`src/rtl/mips_pkg.sv`:
```
// mips_pkg: shared aluctrl codes plus MIPS opcode and funct field values.
// Ports: none (package).
package mips_pkg;
    localparam logic [4:0] ALU_AND     = 5'b00000;
    localparam logic [4:0] ALU_OR      = 5'b00001;
    localparam logic [4:0] ALU_ADD     = 5'b00010;
    localparam logic [4:0] ALU_SUB     = 5'b00110;
    localparam logic [4:0] ALU_PASS_D2 = 5'b00111;
    localparam logic [4:0] ALU_NOR     = 5'b01100;
    localparam logic [4:0] ALU_SLL     = 5'b01101;
    localparam logic [4:0] ALU_SRL     = 5'b01110;
    localparam logic [4:0] ALU_SRA     = 5'b01111;
    localparam logic [4:0] ALU_SLT     = 5'b10000;
    localparam logic [4:0] ALU_NOP     = 5'b11111;

    localparam logic [5:0] OP_RTYPE = 6'b000000;
    localparam logic [5:0] OP_BEQ   = 6'b000100;
    localparam logic [5:0] OP_BNE   = 6'b000101;
    localparam logic [5:0] OP_ADDI  = 6'b001000;
    localparam logic [5:0] OP_ADDIU = 6'b001001;
    localparam logic [5:0] OP_SLTI  = 6'b001010;
    localparam logic [5:0] OP_ANDI  = 6'b001100;
    localparam logic [5:0] OP_ORI   = 6'b001101;
    localparam logic [5:0] OP_LUI   = 6'b001111;
    localparam logic [5:0] OP_LW    = 6'b100011;
    localparam logic [5:0] OP_SW    = 6'b101011;

    localparam logic [5:0] F_SLL  = 6'b000000;
    localparam logic [5:0] F_SRL  = 6'b000010;
    localparam logic [5:0] F_SRA  = 6'b000011;
    localparam logic [5:0] F_ADD  = 6'b100000;
    localparam logic [5:0] F_ADDU = 6'b100001;
    localparam logic [5:0] F_SUB  = 6'b100010;
    localparam logic [5:0] F_SUBU = 6'b100011;
    localparam logic [5:0] F_AND  = 6'b100100;
    localparam logic [5:0] F_OR   = 6'b100101;
    localparam logic [5:0] F_NOR  = 6'b100111;
    localparam logic [5:0] F_SLT  = 6'b101010;
endpackage

```
`src/rtl/alu_decode.sv`:
```
// alu_decode: combinational opcode/funct/imm decode into aluctrl and ALU operands.
// Ports: opcode, funct, shamt, imm, rs, rt in; aluctrl, d1, d2 out;
// illegal out only when ALU_ISSUE_ILLEGAL_EN is defined.
module alu_decode
    import mips_pkg::*;
#(
    parameter int DATA_W = 32
) (
    input  logic [5:0]        opcode,
    input  logic [5:0]        funct,
    input  logic [4:0]        shamt,
    input  logic [15:0]       imm,
    input  logic [DATA_W-1:0] rs,
    input  logic [DATA_W-1:0] rt,
`ifdef ALU_ISSUE_ILLEGAL_EN
    output logic              illegal,
`endif
    output logic [4:0]        aluctrl,
    output logic [DATA_W-1:0] d1,
    output logic [DATA_W-1:0] d2
);
    logic [DATA_W-1:0] sx, zx, hi, shz;

    assign sx  = {{(DATA_W-16){imm[15]}}, imm};
    assign zx  = {{(DATA_W-16){1'b0}}, imm};
    assign hi  = DATA_W'({imm, 16'h0000});
    assign shz = DATA_W'(shamt);

    always_comb begin
        aluctrl = ALU_NOP;
        d1      = '0;
        d2      = '0;
        case (opcode)
            OP_RTYPE: begin
                d1 = rs;
                d2 = rt;
                case (funct)
                    F_ADD, F_ADDU: aluctrl = ALU_ADD;
                    F_SUB, F_SUBU: aluctrl = ALU_SUB;
                    F_AND:         aluctrl = ALU_AND;
                    F_OR:          aluctrl = ALU_OR;
                    F_NOR:         aluctrl = ALU_NOR;
                    F_SLT:         aluctrl = ALU_SLT;
                    F_SLL, F_SRL, F_SRA: begin
                        aluctrl = funct == F_SLL ? ALU_SLL : funct == F_SRL ? ALU_SRL : ALU_SRA;
                        d1      = rt;
                        d2      = shz;
                    end
                    default: begin
                        d1 = '0;
                        d2 = '0;
                    end
                endcase
            end
            OP_ADDI, OP_ADDIU, OP_LW, OP_SW: begin
                aluctrl = ALU_ADD;
                d1      = rs;
                d2      = sx;
            end
            OP_SLTI: begin
                aluctrl = ALU_SLT;
                d1      = rs;
                d2      = sx;
            end
            OP_ANDI, OP_ORI: begin
                aluctrl = opcode == OP_ANDI ? ALU_AND : ALU_OR;
                d1      = rs;
                d2      = zx;
            end
            OP_LUI: begin
                aluctrl = ALU_PASS_D2;
                d1      = rs;
                d2      = hi;
            end
            OP_BEQ, OP_BNE: begin
                aluctrl = ALU_SUB;
                d1      = rs;
                d2      = rt;
            end
            default: ;
        endcase
    end

`ifdef ALU_ISSUE_ILLEGAL_EN
    // No decodable instruction maps to NOP, so NOP marks exactly the undecodable ones.
    assign illegal = aluctrl == ALU_NOP;
`endif
endmodule

```
`src/rtl/alu_issue.sv`:
```
// alu_issue: ID/EX issue stage, decodes ALU ops and holds them in a main + skid register pair.
// Ports: clk, rst (async, active high), flush; in_valid/in_ready with opcode, funct, shamt,
// imm, rs/rt data; out_valid/out_ready with d1, d2, aluctrl.
// Optional: ALU_ISSUE_ILLEGAL_EN adds out_illegal, registered alongside the op.
module alu_issue
    import mips_pkg::*;
#(
    parameter int DATA_W = 32
) (
    input  logic              clk,
    input  logic              rst,
    input  logic              flush,
    input  logic              in_valid,
    output logic              in_ready,
    input  logic [5:0]        in_opcode,
    input  logic [5:0]        in_funct,
    input  logic [4:0]        in_shamt,
    input  logic [15:0]       in_imm,
    input  logic [DATA_W-1:0] in_rs_data,
    input  logic [DATA_W-1:0] in_rt_data,
    output logic              out_valid,
    input  logic              out_ready,
    output logic [DATA_W-1:0] out_d1,
    output logic [DATA_W-1:0] out_d2,
`ifdef ALU_ISSUE_ILLEGAL_EN
    output logic              out_illegal,
`endif
    output logic [4:0]        out_aluctrl
);
`ifdef ALU_ISSUE_ILLEGAL_EN
    localparam int EW = 2*DATA_W + 6;
`else
    localparam int EW = 2*DATA_W + 5;
`endif
    // An entry is {aluctrl, d1, d2[, illegal]}; the NOP entry has all operand bits zero.
    localparam logic [EW-1:0] NOP_ENTRY = {ALU_NOP, {(EW-5){1'b0}}};

    logic [4:0]        dec_aluctrl;
    logic [DATA_W-1:0] dec_d1, dec_d2;
    logic [EW-1:0]     dec, main_q, skid_q;
    logic              main_valid, skid_valid, accept, load_main;

`ifdef ALU_ISSUE_ILLEGAL_EN
    logic dec_illegal;
`endif

    alu_decode #(.DATA_W(DATA_W)) u_decode (
        .opcode  (in_opcode),
        .funct   (in_funct),
        .shamt   (in_shamt),
        .imm     (in_imm),
        .rs      (in_rs_data),
        .rt      (in_rt_data),
`ifdef ALU_ISSUE_ILLEGAL_EN
        .illegal (dec_illegal),
`endif
        .aluctrl (dec_aluctrl),
        .d1      (dec_d1),
        .d2      (dec_d2)
    );

`ifdef ALU_ISSUE_ILLEGAL_EN
    assign dec = {dec_aluctrl, dec_d1, dec_d2, dec_illegal};
    assign {out_aluctrl, out_d1, out_d2, out_illegal} = main_q;
`else
    assign dec = {dec_aluctrl, dec_d1, dec_d2};
    assign {out_aluctrl, out_d1, out_d2} = main_q;
`endif

    // in_ready depends only on the skid flop, so out_ready never reaches it combinationally.
    assign in_ready  = !skid_valid;
    assign out_valid = main_valid;
    assign accept    = in_valid && !skid_valid;
    assign load_main = !main_valid || out_ready;

    always_ff @(posedge clk or posedge rst) begin
        if (rst) begin
            main_valid <= 1'b0;
            skid_valid <= 1'b0;
            main_q     <= NOP_ENTRY;
            skid_q     <= '0;
        end else if (flush) begin
            main_valid <= 1'b0;
            skid_valid <= 1'b0;
            main_q     <= NOP_ENTRY;
        end else if (load_main) begin
            // A full skid implies in_ready was low, so it never competes with an accept.
            main_valid <= skid_valid || accept;
            if (skid_valid) begin
                main_q     <= skid_q;
                skid_valid <= 1'b0;
            end else if (accept) begin
                main_q <= dec;
            end
        end else if (accept) begin
            skid_q     <= dec;
            skid_valid <= 1'b1;
        end
    end
endmodule

```
`config.mk`:
```
export PLATFORM = sky130hd
export DESIGN_NAME = alu_issue
export DESIGN_NICKNAME = d
export VERILOG_FILES = /design/src/rtl/mips_pkg.sv /design/src/rtl/alu_decode.sv /design/src/rtl/alu_issue.sv
export SDC_FILE = /design/constraint.sdc
export NUM_CORES = 1
export LEC_CHECK = 0
export ABC_AREA = 0
export CORE_ASPECT_RATIO = 1.25
export CORE_MARGIN = 1
export CORE_UTILIZATION = 50
export CTS_CLUSTER_SIZE = 14
export DETAILED_ROUTE_END_ITERATION = 10
export GPL_TIMING_DRIVEN = 0
export PLACE_DENSITY = 0.79
export SYNTH_ARGS = -nofsm -noshare
export SYNTH_HDL_FRONTEND = slang
export SYNTH_SLANG_ARGS = --single-unit
```
`constraint.sdc`:
```
create_clock -name clk -period 6.95 [get_ports clk]
set_clock_uncertainty 0.1 [all_clocks]
set_input_delay 1.39 -clock clk [delete_from_list [all_inputs] [get_ports clk]]
set_output_delay 1.39 -clock clk [all_outputs]
set_load 0.02 [all_outputs]
```
Word-level counts from Yosys, hierarchy flattened
Index checks and enable logic that the tools add are counted. W data, S select, Z words.

Register bits: 140. Latch bits: 0. RAM bits: 0. Memory bits (read-only): 0. Bits of input ports: 102. Logic and storage cells: 65. Memories kept: 0.

Add/subtract/negate cells: 0. Multiply operators: 0. Div/mod/pow operators: 0. Magnitude comparators: 0. Equality and inequality tests: 20. Shift operators: 0. Multiplexer cells: 18. Bitwise logic cells: 2. Reduce and logical (&&, ||, !) cells: 21.

Operator list (number): $mux W69 (4); $pmux W32 S2 (3); $pmux W32 S5 (1); $eq A6 B6 Y1 const B (10); $eq A6 B4 Y1 const B (6); $pmux W5 S7 (1); $pmux W5 S6 (1); $eq A6 B2 Y1 const B (2); $eq A6 B3 Y1 const B (2); $logic_not A6 Y1 (2); $reduce_or A10 Y1 (1); $reduce_or A2 Y1 (4); $reduce_or A8 Y1 (1); $mux W1 (7); $reduce_bool A3 Y1 (2); $mux W5 (1); $reduce_or A5 Y1 (1); $reduce_or A4 Y1 (1); $reduce_and A3 Y1 (1); $reduce_or A3 Y1 (1); $logic_not A1 Y1 (2); $logic_or A1 B1 Y1 (2); $not A1 Y1 (2); $reduce_and A2 Y1 (1); 2 further kinds (2).

Longest topological paths before layout
Gate-level depths: netlist of the first run.

Word-level depth: 9. Depth in mapped cells: 8. Mapped depth without buffers: 5.

Hierarchy
From an unflattened synthesis of the first run, not the netlist that was laid out.

Cells, all modules: 544. Area, all modules: 7474.7 um^2.

Modules (own cells, without submodules): alu_issue (instances 1, cells each 389, area an instance 6262.3 um^2); alu_decode (instances 1, cells each 155, area an instance 1212.4 um^2).

Worst setup path before layout of the first run
OpenSTA, ideal clock, no wires.

Path type: input to register. From: input in_opcode[1]. To: register main_q[13]. Setup time: 0.077 ns. Data arrival time: 2.791 ns. Data required time: 6.773 ns. Slack: 3.982 ns. Cell stages on the path: 7. Path through: buf_6 -> or4_4 -> buf_6 -> a21oi_4 -> buf_12 -> a22oi_2 -> o21ai_1.

Longest elaborated chain between the ends: 7. Elaborated cells between the ends (all ways): 19.

RTL lines: from (decl) (line alu_issue.sv:15) `input logic [5:0] in_opcode,`; $eq A6 B4 Y1, or another cell as far along (line alu_decode.sv:33) `case (opcode)`; $reduce_or A5 Y1 (no line) / $reduce_or A2 Y1 (equally long branches); $pmux W32 S5 * (line alu_decode.sv:33); $mux W69 * (line alu_issue.sv:92) `end else if (accept) begin`; $mux W69 * (line alu_issue.sv:89) `if (skid_valid) begin`; $mux W69 * (line alu_issue.sv:86) `end else if (load_main) begin`; $mux W69 * (line alu_issue.sv:82) `end else if (flush) begin`; to (signal assigned) (line alu_issue.sv:90) `main_q <= skid_q;`; to (decl) (line alu_issue.sv:40) `logic [EW-1:0] dec, main_q, skid_q;`.

Mark *: on every way between the ends. The rest lies on a longest branch, timed or not. The select of a mux whose other input is x is not followed. A chain may end at the register's enable or synchronous reset.

Final worst setup path of the first run
From: register skid_valid. To: output in_ready.

Longest elaborated chain between the ends: 1.

RTL lines: from (decl) (line alu_issue.sv:41) `logic main_valid, skid_valid, accept, load_main;`; from (signal assigned) (line alu_issue.sv:79) `skid_valid <= 1'b0;`; from (signal assigned) (line alu_issue.sv:84) `skid_valid <= 1'b0;`; from (signal assigned) (line alu_issue.sv:91) `skid_valid <= 1'b0;`; $logic_not A1 Y1 (line alu_issue.sv:71) `assign in_ready = !skid_valid;`; to (decl) (line alu_issue.sv:14) `output logic in_ready,`.

Every way passes these cells.

==> results of run 1 <==
## cell usage after synthesis (all sizes together) (2+ instances only)
cell	n	share of area, %
nor2	14	0.72
nand4b	2	0.23
clkbuf	65	3.5
a211oi	2	0.20
o22ai	4	0.33
nor4	3	0.25
a21boi	32	3.1
or3	3	0.25
buf	23	2.5
a31o	3	0.34
nand2b	6	0.49
nand4	37	3.0
o21ai	169	11
nand3	3	0.20
nand2	114	5.6
a221oi	20	3.0
dfrtp	135	44
and2	2	0.16
a22oi	43	4.9
a31oi	35	2.9
nor3	41	2.9
dfstp	5	1.7
or2	2	0.16
nor2b	3	0.25
inv	4	0.20
mux2i	2	0.26
and2b	2	0.21
a21oi	74	5.0
## layout by cell type (no fill, tap or decap), drive strengths merged, types with 35 or more instances in the layout
master and n:
dfrtp 135, clkdlybuf4s50 167, nand4 37, a22oi 43, a21oi 74, nand2 114, clkbuf 83, a31oi 35
o21ai 169, nor3 41
## per-layer routing
metal | vias up | part of all wire (%) | global-route usage (%)
met1 | 3890 | 39 | 46.2
met5 | - | 0 | 0
li1 | 3611 | - | -
met2 | 550 | 45 | 52.3
met4 | 0 | 5.7 | 19.9
met3 | 108 | 10 | 7.66
## worst max path at each step
stage,from,endpoint,cells past startpoint
global placement,rst,skid_q[31],2
CTS,skid_valid,in_ready,4
global route,skid_valid,in_ready,4
finish,skid_valid,in_ready,4
floorplan,rst,main_q[0],1
detailed placement,in_opcode[3],main_q[45],8
## logic make-up after synthesis
| logic type | count (synthesis) |
|---|---|
| simple gates | 237 |
| flops | 140 |
| mux | 2 |
| buf+inv | 93 |
| compound gates | 394 |
## flip-flops by register name (all words and copies together), names as in the netlist
signal / count
main_q: 69
skid_q: 69
skid_valid: 1
out_valid: 1
## report_power, final
group | internal [mW] | total [mW] | switching (mW)
clock | 0.552 | 0.953 | 0.401
sequential | 0.864 | 0.892 | 0.0282
combinational | 0.127 | 0.314 | 0.187
## worst max-delay path, stage by stage, from the launching register on
cell and delay [ns]:
dfrtp_1 0.35, buf_2 0.18, clkinv_1 0.23, clkbuf_1 0.50
clkdlybuf4s50_1 0.72
## final cells by class
class / count / area share [%]
multi-input cells: 633 / 35.8
repair buffers: 168 / 16.7
flip-flops and latches: 140 / 34.5
plain buffers: 88 / 4.49
clock inverters: 14 / 1.70
inverters: 5 / 0.234
well taps: 182 / 2.24
clock buffers: 18 / 4.32
## per-stage QoR
step           worst slack (ns)  std cells  util, %  total power, mW  cell area, sq um
6_report                   3.05       1248     68.1             2.16             10200
5_1_grt                    3.01       1248     68.1             2.22             10200
3_3_place_gp             -0.273       1215     63.7             1.20              9530
4_1_cts                    3.11       1248     68.1             2.15             10200
3_5_place_dp               2.92       1216     64.0             1.21              9560
2_1_floorplan              1.72        866        -             1.05              7630
==> results.py, run 1 <==
metrics = {
    "logic_synthesis": {
        "postSynthAreaPerCell_sq_um": 8.81,
        "synth_xor_area_share_pct": 0,
        "synth_top_family_by_area": "compound AO/OA/AOI/OAI gates",
        "ys_types": 61,
        "synth-seq-cells": 140,
        "seq_area_frac_synth_pct": 46.0,
        "synth_compound_area_share_pct": 32.5,
        "syn_nets": 968,
        "synth_ff_type": "dfrtp_1",
        "yosys_warnings": 0,
        "synthAdderAreaFrac_pct": 0,
        "synth_simple_gate_area_share_pct": 15.0,
        "synth_area_sq_um": 7630,
        "synthMuxAreaShare_pct": 0.262,
        "synth_edf_count": 0,
        "synth-async-reset-ratio_pct": 100,
        "synthCells": 866,
    },
    "cts": {
        "clkSinkCount": 140,
        "clk_path_buf_depth": 2,
        "cts_buffers": 17,
        "ctsResizeCount": 0,
        "root_buffer": "clkbuf_16",
        "cts_tree": "done",
        "worst_skew_pair.late_latency_ns": 0.43,
        "post_cts_buffers": 0,
        "clkTransAtPathRegs_ns": 0.06,
        "htree_levels": 4,
        "cts_hold_buf": 0,
    },
    "route": {
        "vias_per_cell": 6.54,
        "num_vias": 8159,
        "drt-pass1-iter-count": 5,
        "drt-total-wl_um": 27100,
        "drt_iter0_markers": 881,
        "ant_nets": 0,
        "wl_per_cell_um": 21.7,
        "drc": 0,
    },
    "global_routing": {
        "grt_use_total_pct": 34.7,
        "grt-ovfl-total": 0,
        "grt_start_max_net_pins": 89,
        "grt_first_pass_wirelength_um": 42000,
        "first_global_vias": 7705,
        "antenna_found_initial": 0,
    },
    "final_layout": {
        "n_fill_cell": 1206,
        "regArea_sq_um": 3510,
        "fin_nets": 1155,
        "multi_input_area_sq_um": 3650,
        "antenna_cells": 0,
        "drive_gt1_share_pct": 9.01,
        "syn_to_final_growth_pct": 33.3,
    },
    "floorplan": {
        "die_w_um": 113,
        "die_area_sq_um": 15800,
        "rows": 50,
        "io_pins": 173,
        "die_h_um": 140,
        "start_util_pct": 51.0,
        "design.core.area_sq_um": 15000,
    },
    "setup_path": {
        "worstRegToRegCells": 8,
        "worst-r2r-setup-slack_ns": 4.23,
        "r2r-end": "main_q[36]",
        "crit_required_ns": 5.46,
        "endpoint_kind": "output pin",
        "timing.rr.start": "skid_valid",
        "crit_fanout": 10,
        "worstSetupPathType": "reg2out",
        "cp.arrival_ns": 2.41,
        "startpoint_type": "flop",
    },
    "worst_hold_path": {
        "hold_path_end": "skid_q[28]",
        "min_from": "skid_q[28]",
        "hold_path.class": "reg2reg",
        "min_delay_path_depth": 2,
    },
    "pwr": {
        "ir_worst_vdd_v": 0.000151,
        "p_leak_nw": 3.76,
        "p_per_area_nw_per_um2": 212,
    },
    "place": {
        "hpwl_um": 19300,
        "portBuffers": 167,
        "gp_congestion": 0.955,
    },
    "sta": {
        "setup_viol": 0,
        "max_freq_ghz": 0.257,
        "tns_ns": 0,
        "finalMaxSlewViolations": 0,
        "whs_ns": 0.383,
        "slew_headroom_pct": 26.8,
        "timing.final.crit_period_ns": 3.90,
        "finalCritPeriodShare_pct": 56.1,
        "hold_violations": 0,
        "rsz0062_at_grt": "false",
        "worstMarginPinSlew_ns": 1.09,
    },
    "run_status": {
        "status": "finished, final reports clean",
    },
    "flow_run": {
        "cap_violations": 0,
    },
}
Note: power is estimated with default switching activity, not from simulation.
==> inputs of run 2 (changes only) <==
==> constraint.sdc (replaced) <==
create_clock -name clk -period 3.8 [get_ports clk]
set_clock_uncertainty 0.1 [all_clocks]
set_input_delay 0.76 -clock clk [delete_from_list [all_inputs] [get_ports clk]]
set_output_delay 0.76 -clock clk [all_outputs]
set_load 0.02 [all_outputs]
==> run 2 against run 1 <==
  * Register-to-register slack got worse by 3.2 ns
  * Routed wire length fell by 1.6%
  * Critical endpoint unchanged
  * Non-clock buffer count rose by 2
  * Via count fell by 0.16%
  * Die area did not move
  * Critical path type unchanged
  * Largest power group unchanged
  * Critical path depth did not move
  * Final cell count rose by 0.16%
==> results.py, run 2 (synthesis gave the netlist of run 1 again) <==
metrics = {
    "route": {
        "drt-pass1-iter-count": 8,
        "num_vias": 8146,
        "vias_per_cell": 6.52,
        "drt-total-wl_um": 26600,
        "drc": 0,
        "drt_iter0_markers": 1024,
        "ant_nets": 0,
        "wl_per_cell_um": 21.3,
    },
    "setup_path": {
        "crit_path_max_incr_delay_ns": 0.70,
        "path_delay_family": "buffers and inverters",
        "timing.rr.start": "skid_valid",
        "crit_required_ns": 2.94,
        "crit_slowest_cell": "clkdlybuf4s50_1",
        "startpoint": "skid_valid",
        "crit_fanout": 10,
        "startpoint_type": "flop",
        "endpoint_kind": "output pin",
        "crit_buf_inv": 4,
        "cp.arrival_ns": 2.36,
        "path_cells": "buf_2, clkinv_1, clkbuf_1, clkdlybuf4s50_1",
        "worstSetupPathType": "reg2out",
    },
    "worst_hold_path": {
        "min_from": "skid_q[67]",
        "hold_path.class": "reg2reg",
    },
    "pwr": {
        "p_per_area_nw_per_um2": 382,
        "ir_worst_vdd_v": 0.000277,
        "p_leak_nw": 3.76,
    },
    "floorplan": {
        "design.core.area_sq_um": 15000,
        "die_w_um": 113,
        "die_area_sq_um": 15800,
        "start_util_pct": 51.0,
        "rows": 50,
        "die_h_um": 140,
        "io_pins": 173,
    },
    "cts": {
        "cts_buffers": 17,
        "clkTransAtPathRegs_ns": 0.07,
        "post_cts_buffers": 0,
        "clk_path_buf_depth": 2,
        "cts_hold_buf": 0,
        "root_buffer": "clkbuf_16",
        "worst_skew_pair.late_latency_ns": 0.43,
        "cts_tree": "done",
        "clkSinkCount": 140,
        "ctsResizeCount": 0,
        "htree_levels": 4,
    },
    "sta": {
        "hold_violations": 0,
        "slew_headroom_pct": 22.0,
        "whs_ns": 0.388,
        "max_freq_ghz": 0.311,
        "rsz0062_at_grt": "false",
        "timing.final.crit_period_ns": 3.22,
        "finalMaxSlewViolations": 0,
        "finalCritPeriodShare_pct": 84.6,
        "worstMarginPinSlew_ns": 1.16,
        "setup_viol": 0,
    },
    "global_routing": {
        "first_global_vias": 7545,
        "grt_start_max_net_pins": 43,
        "antenna_found_initial": 0,
        "grt_use_total_pct": 34.2,
        "grt-ovfl-total": 0,
        "grt_first_pass_wirelength_um": 41400,
    },
    "final_layout": {
        "drive_gt1_share_pct": 9.18,
        "fin_area_sq_um": 10200,
        "final_common_cell": "clkdlybuf4s50_1",
        "layout_common_cells": "clkdlybuf4s50_1 (167), dfrtp_1 (135), o21ai_0 (115), nand2_1 (114), a21oi_1 (72)",
        "syn_to_final_growth_pct": 33.5,
        "n_fill_cell": 1172,
        "fin_nets": 1157,
        "antenna_cells": 0,
        "largestRegisters": "main_q x69, skid_q x69",
    },
    "flow_run": {
        "cap_violations": 0,
    },
    "place": {
        "portBuffers": 167,
        "gp_congestion": 0.930,
        "place_area_sq_um": 9600,
        "hpwl_um": 19300,
    },
    "run_status": {
        "status": "finished, final reports clean",
    },
}
run 2: cell count changes in the layout (fill, tap and decap cells not counted):
cell	change
bufinv_16	-1
inv_8	+2
clkinvlp_4	+2
inv_6	-3
buf_12	+3
buf_16	-1
clkinv_4	-1
clkinv_2	+1
run 2: area by class of cell:
type / count / area, sq um / area share [%]
clock inverter: 14 / 151 / 1.49
tap: 182 / 228 / 2.24
buffer: 88 / 457 / 4.48
clock buffer: 18 / 439 / 4.31
sequential: 140 / 3510 / 34.5
multi-input combinational: 633 / 3650 / 35.8
timing repair buffer: 170 / 1730 / 17.0
inverter: 5 / 22.5 / 0.221
run 2: final timing paths:
path / slack [ns] / endpoint / depth (start not counted)
max: 0.58 / in_ready / 4
min: 0.39 / skid_q[67] / 2
min reg2reg: 0.39 / skid_q[67] / 2
max in group asynchronous: 2.04 / main_q[28] / 4
min in group asynchronous: 0.67 / main_q[43] / 2
max reg2reg: 1.04 / main_q[7] / 8
run 2: metrics by stage:
stage | instances | total power, mW | TNS (ns) | setup WS, ns | utilization (%)
2_1_floorplan | 866 | 1.93 | 0 | 1.19 | -
3_5_place_dp | 1218 | 2.21 | 0 | 0.359 | 64.2
3_3_place_gp | 1215 | 2.20 | -9.11 | -0.0843 | 63.8
5_1_grt | 1250 | 4.00 | 0 | 0.476 | 68.1
6_report | 1250 | 3.89 | 0 | 0.584 | 68.1
4_1_cts | 1250 | 3.87 | 0 | 0.570 | 68.1
run 2: worst register-to-register path: stages (launching register included):
cell and delay [ns]:
dfrtp_1 0.35, buf_2 0.18, nor2_1 0.23, nor2_1 0.09, nor2_1 0.48, buf_2 0.37, clkbuf_1 0.52, a22oi_1 0.23
o21ai_1 0.13
run 2: power breakdown:
part | switching (mW) | leakage, nW | total, mW | internal, mW
Sequential | 0.0499 | 1.90 | 1.63 | 1.58
Clock | 0.740 | 0.283 | 1.68 | 0.945
Combinational | 0.339 | 1.57 | 0.574 | 0.236
run 2: routing by layer:
layer	track usage [%]	wire length [um]	up-vias	part of all wire, %
met5	0	0	-	0
met1	45.0	10200	3833	38
met4	17.0	1420	0	5.3
met3	8.09	2850	113	11
li1	-	-	3613	-
met2	53.1	12100	587	45
==> inputs of run 3 (changes only) <==
--- a/config.mk
+++ b/config.mk
@@ -8,11 +8,11 @@
 export ABC_AREA = 0
 export CORE_ASPECT_RATIO = 1.25
 export CORE_MARGIN = 1
-export CORE_UTILIZATION = 50
+export CORE_UTILIZATION = 46
 export CTS_CLUSTER_SIZE = 14
 export DETAILED_ROUTE_END_ITERATION = 10
 export GPL_TIMING_DRIVEN = 0
-export PLACE_DENSITY = 0.79
+export PLACE_DENSITY = 0.76
 export SYNTH_ARGS = -nofsm -noshare
 export SYNTH_HDL_FRONTEND = slang
 export SYNTH_SLANG_ARGS = --single-unit
==> constraint.sdc (replaced) <==
create_clock -name clk -period 2.65 [get_ports clk]
set_clock_uncertainty 0.1 [all_clocks]
set_input_delay 0.53 -clock clk [delete_from_list [all_inputs] [get_ports clk]]
set_output_delay 0.53 -clock clk [all_outputs]
set_load 0.02 [all_outputs]
==> run 3 against run 2 <==
  * Routed wire length up 2.5%
  * Critical endpoint is now main_q[15]
  * Largest cell class unchanged
  * First-iteration DRC count fell by 12%
  * Worst setup slack lost 0.46 ns
  * Hold slack lost 0.0029 ns
  * Sequential power increased by 44%
  * Power is 44% higher
  * Clock-buffer cell count stayed put
  * Non-clock buffer count unchanged
  * Global-route usage down 1.9 points
==> results.py, run 3 (synthesis gave the netlist of run 1 again) <==
metrics = {
    "sta": {
        "max_freq_ghz": 0.396,
        "tns_ns": 0,
        "worstMarginPinSlew_ns": 1.05,
        "finalCritPeriodShare_pct": 95.2,
        "timing.final.crit_period_ns": 2.52,
        "whs_ns": 0.385,
        "slew_headroom_pct": 29.1,
        "setup_viol": 0,
        "finalMaxSlewViolations": 0,
        "hold_violations": 0,
        "rsz0062_at_grt": "false",
    },
    "pwr": {
        "total_power_mw": 5.59,
        "p_leak_nw": 3.78,
        "ir_worst_vdd_v": 0.000455,
        "p_per_area_nw_per_um2": 543,
    },
    "route": {
        "wl_per_cell_um": 21.2,
        "num_vias": 8126,
        "drt_iter0_markers": 906,
        "ant_nets": 0,
        "drt-total-wl_um": 27300,
        "vias_per_cell": 6.33,
        "drc": 0,
        "drt-pass1-iter-count": 6,
    },
    "global_routing": {
        "grt_first_pass_wirelength_um": 41600,
        "grt_start_max_net_pins": 41,
        "antenna_found_initial": 0,
        "grt_use_total_pct": 32.3,
        "grt-ovfl-total": 0,
        "first_global_vias": 7627,
    },
    "cts": {
        "cts_buffers": 17,
        "cts_hold_buf": 0,
        "htree_levels": 4,
        "cts_tree": "done",
        "root_buffer": "clkbuf_16",
        "clkSinkCount": 140,
        "clkTransAtPathRegs_ns": 0.07,
        "clk_path_buf_depth": 2,
        "worst_skew_pair.late_latency_ns": 0.43,
    },
    "final_layout": {
        "final_common_cell": "clkdlybuf4s50_1",
        "syn_to_final_growth_pct": 34.8,
        "multi_input_area_sq_um": 3680,
        "antenna_cells": 0,
        "fin_nets": 1157,
        "fin_area_sq_um": 10300,
        "regArea_sq_um": 3510,
        "drive_gt1_share_pct": 10.3,
        "n_fill_cell": 1388,
        "largestRegisters": "main_q x69, skid_q x69",
        "layout_common_cells": "clkdlybuf4s50_1 (166), dfrtp_1 (135), o21ai_0 (115), nand2_1 (114), a21oi_1 (72)",
    },
    "floorplan": {
        "design.core.area_sq_um": 16200,
        "die_area_sq_um": 17100,
        "start_util_pct": 47.1,
        "rows": 52,
        "die_w_um": 117,
        "io_pins": 173,
        "die_h_um": 146,
    },
    "place": {
        "hpwl_um": 19600,
        "place_area_sq_um": 9670,
        "portBuffers": 167,
        "gp_congestion": 0.949,
    },
    "setup_path": {
        "startpoint_type": "input pin",
        "endpoint_kind": "flop",
        "worst-r2r-setup-slack_ns": 0.15,
        "cp.arrival_ns": 2.77,
        "r2r-end": "main_q[15]",
        "timing.rr.start": "skid_valid",
        "crit_required_ns": 2.89,
        "worstRegToRegCells": 8,
        "worstSetupPathType": "in2reg",
        "crit_fanout": 10,
    },
    "flow_run": {
        "cap_violations": 0,
    },
    "run_status": {
        "status": "finished, final reports clean",
    },
    "worst_hold_path": {
        "hold_path.class": "in2async",
    },
}
run 3: power breakdown:
group	internal, mW	switching (mW)
Combinational	0.344	0.491
Clock	1.35	1.06
Sequential	2.27	0.0724
run 3: layer usage:
layer | vias to the layer above | wire (um) | global-route usage [%]
met1 | 3915 | 10800 | 44.0
met2 | 507 | 12700 | 48.9
met3 | 94 | 2340 | 5.69
met5 | - | 0 | 0
met4 | 0 | 1420 | 16.9
li1 | 3610 | - | -
run 3: repair_timing:
action,4_1_cts,5_1_grt
buffers inserted,0,0
gates cloned,0,0
gates resized for setup,7,8
setup endpoints to repair,92,99
run 3: layout make-up:
cell class	count	area share, %
multi-input cells	633	35.7
flip-flops and latches	140	34.1
clock inverters	14	1.45
well taps	216	2.63
clock buffers	18	4.27
repair buffers	171	17.1
plain buffers	87	4.46
inverters	5	0.231
run 3: per-stage QoR:
| step | setup WS, ns | instances | utilization (%) |
|---|---|---|---|
| after global placement | -1.03 | 1249 | 59.1 |
| after global routing | 0.00591 | 1284 | 63.5 |
| final | 0.126 | 1284 | 63.5 |
| after CTS | 0.0617 | 1285 | 63.4 |
| after floorplan | 0.275 | 866 | - |
| after detailed placement | -0.659 | 1253 | 59.7 |
run 3: worst max-delay path by stage:
stage	cells past startpoint	from	slack (ns)	to
5_1_grt	8	in_opcode[3]	0.006	main_q[51]
4_1_cts	7	flush	0.06	main_q[36]
2_1_floorplan	1	rst	0.27	main_q[0]
3_5_place_dp	8	in_opcode[3]	-0.66	main_q[51]
6_report	8	out_ready	0.13	main_q[15]
3_3_place_gp	2	rst	-1.03	skid_q[0]
run 3: critical path, cell delays in order:
cell             delay [ns]
clkdlybuf4s50_1        0.46
nor2b_2                0.28
nor2_1                 0.13
nor2_2                 0.33
buf_2                  0.34
clkbuf_1               0.42
a22oi_1                0.16
o21ai_1                0.12
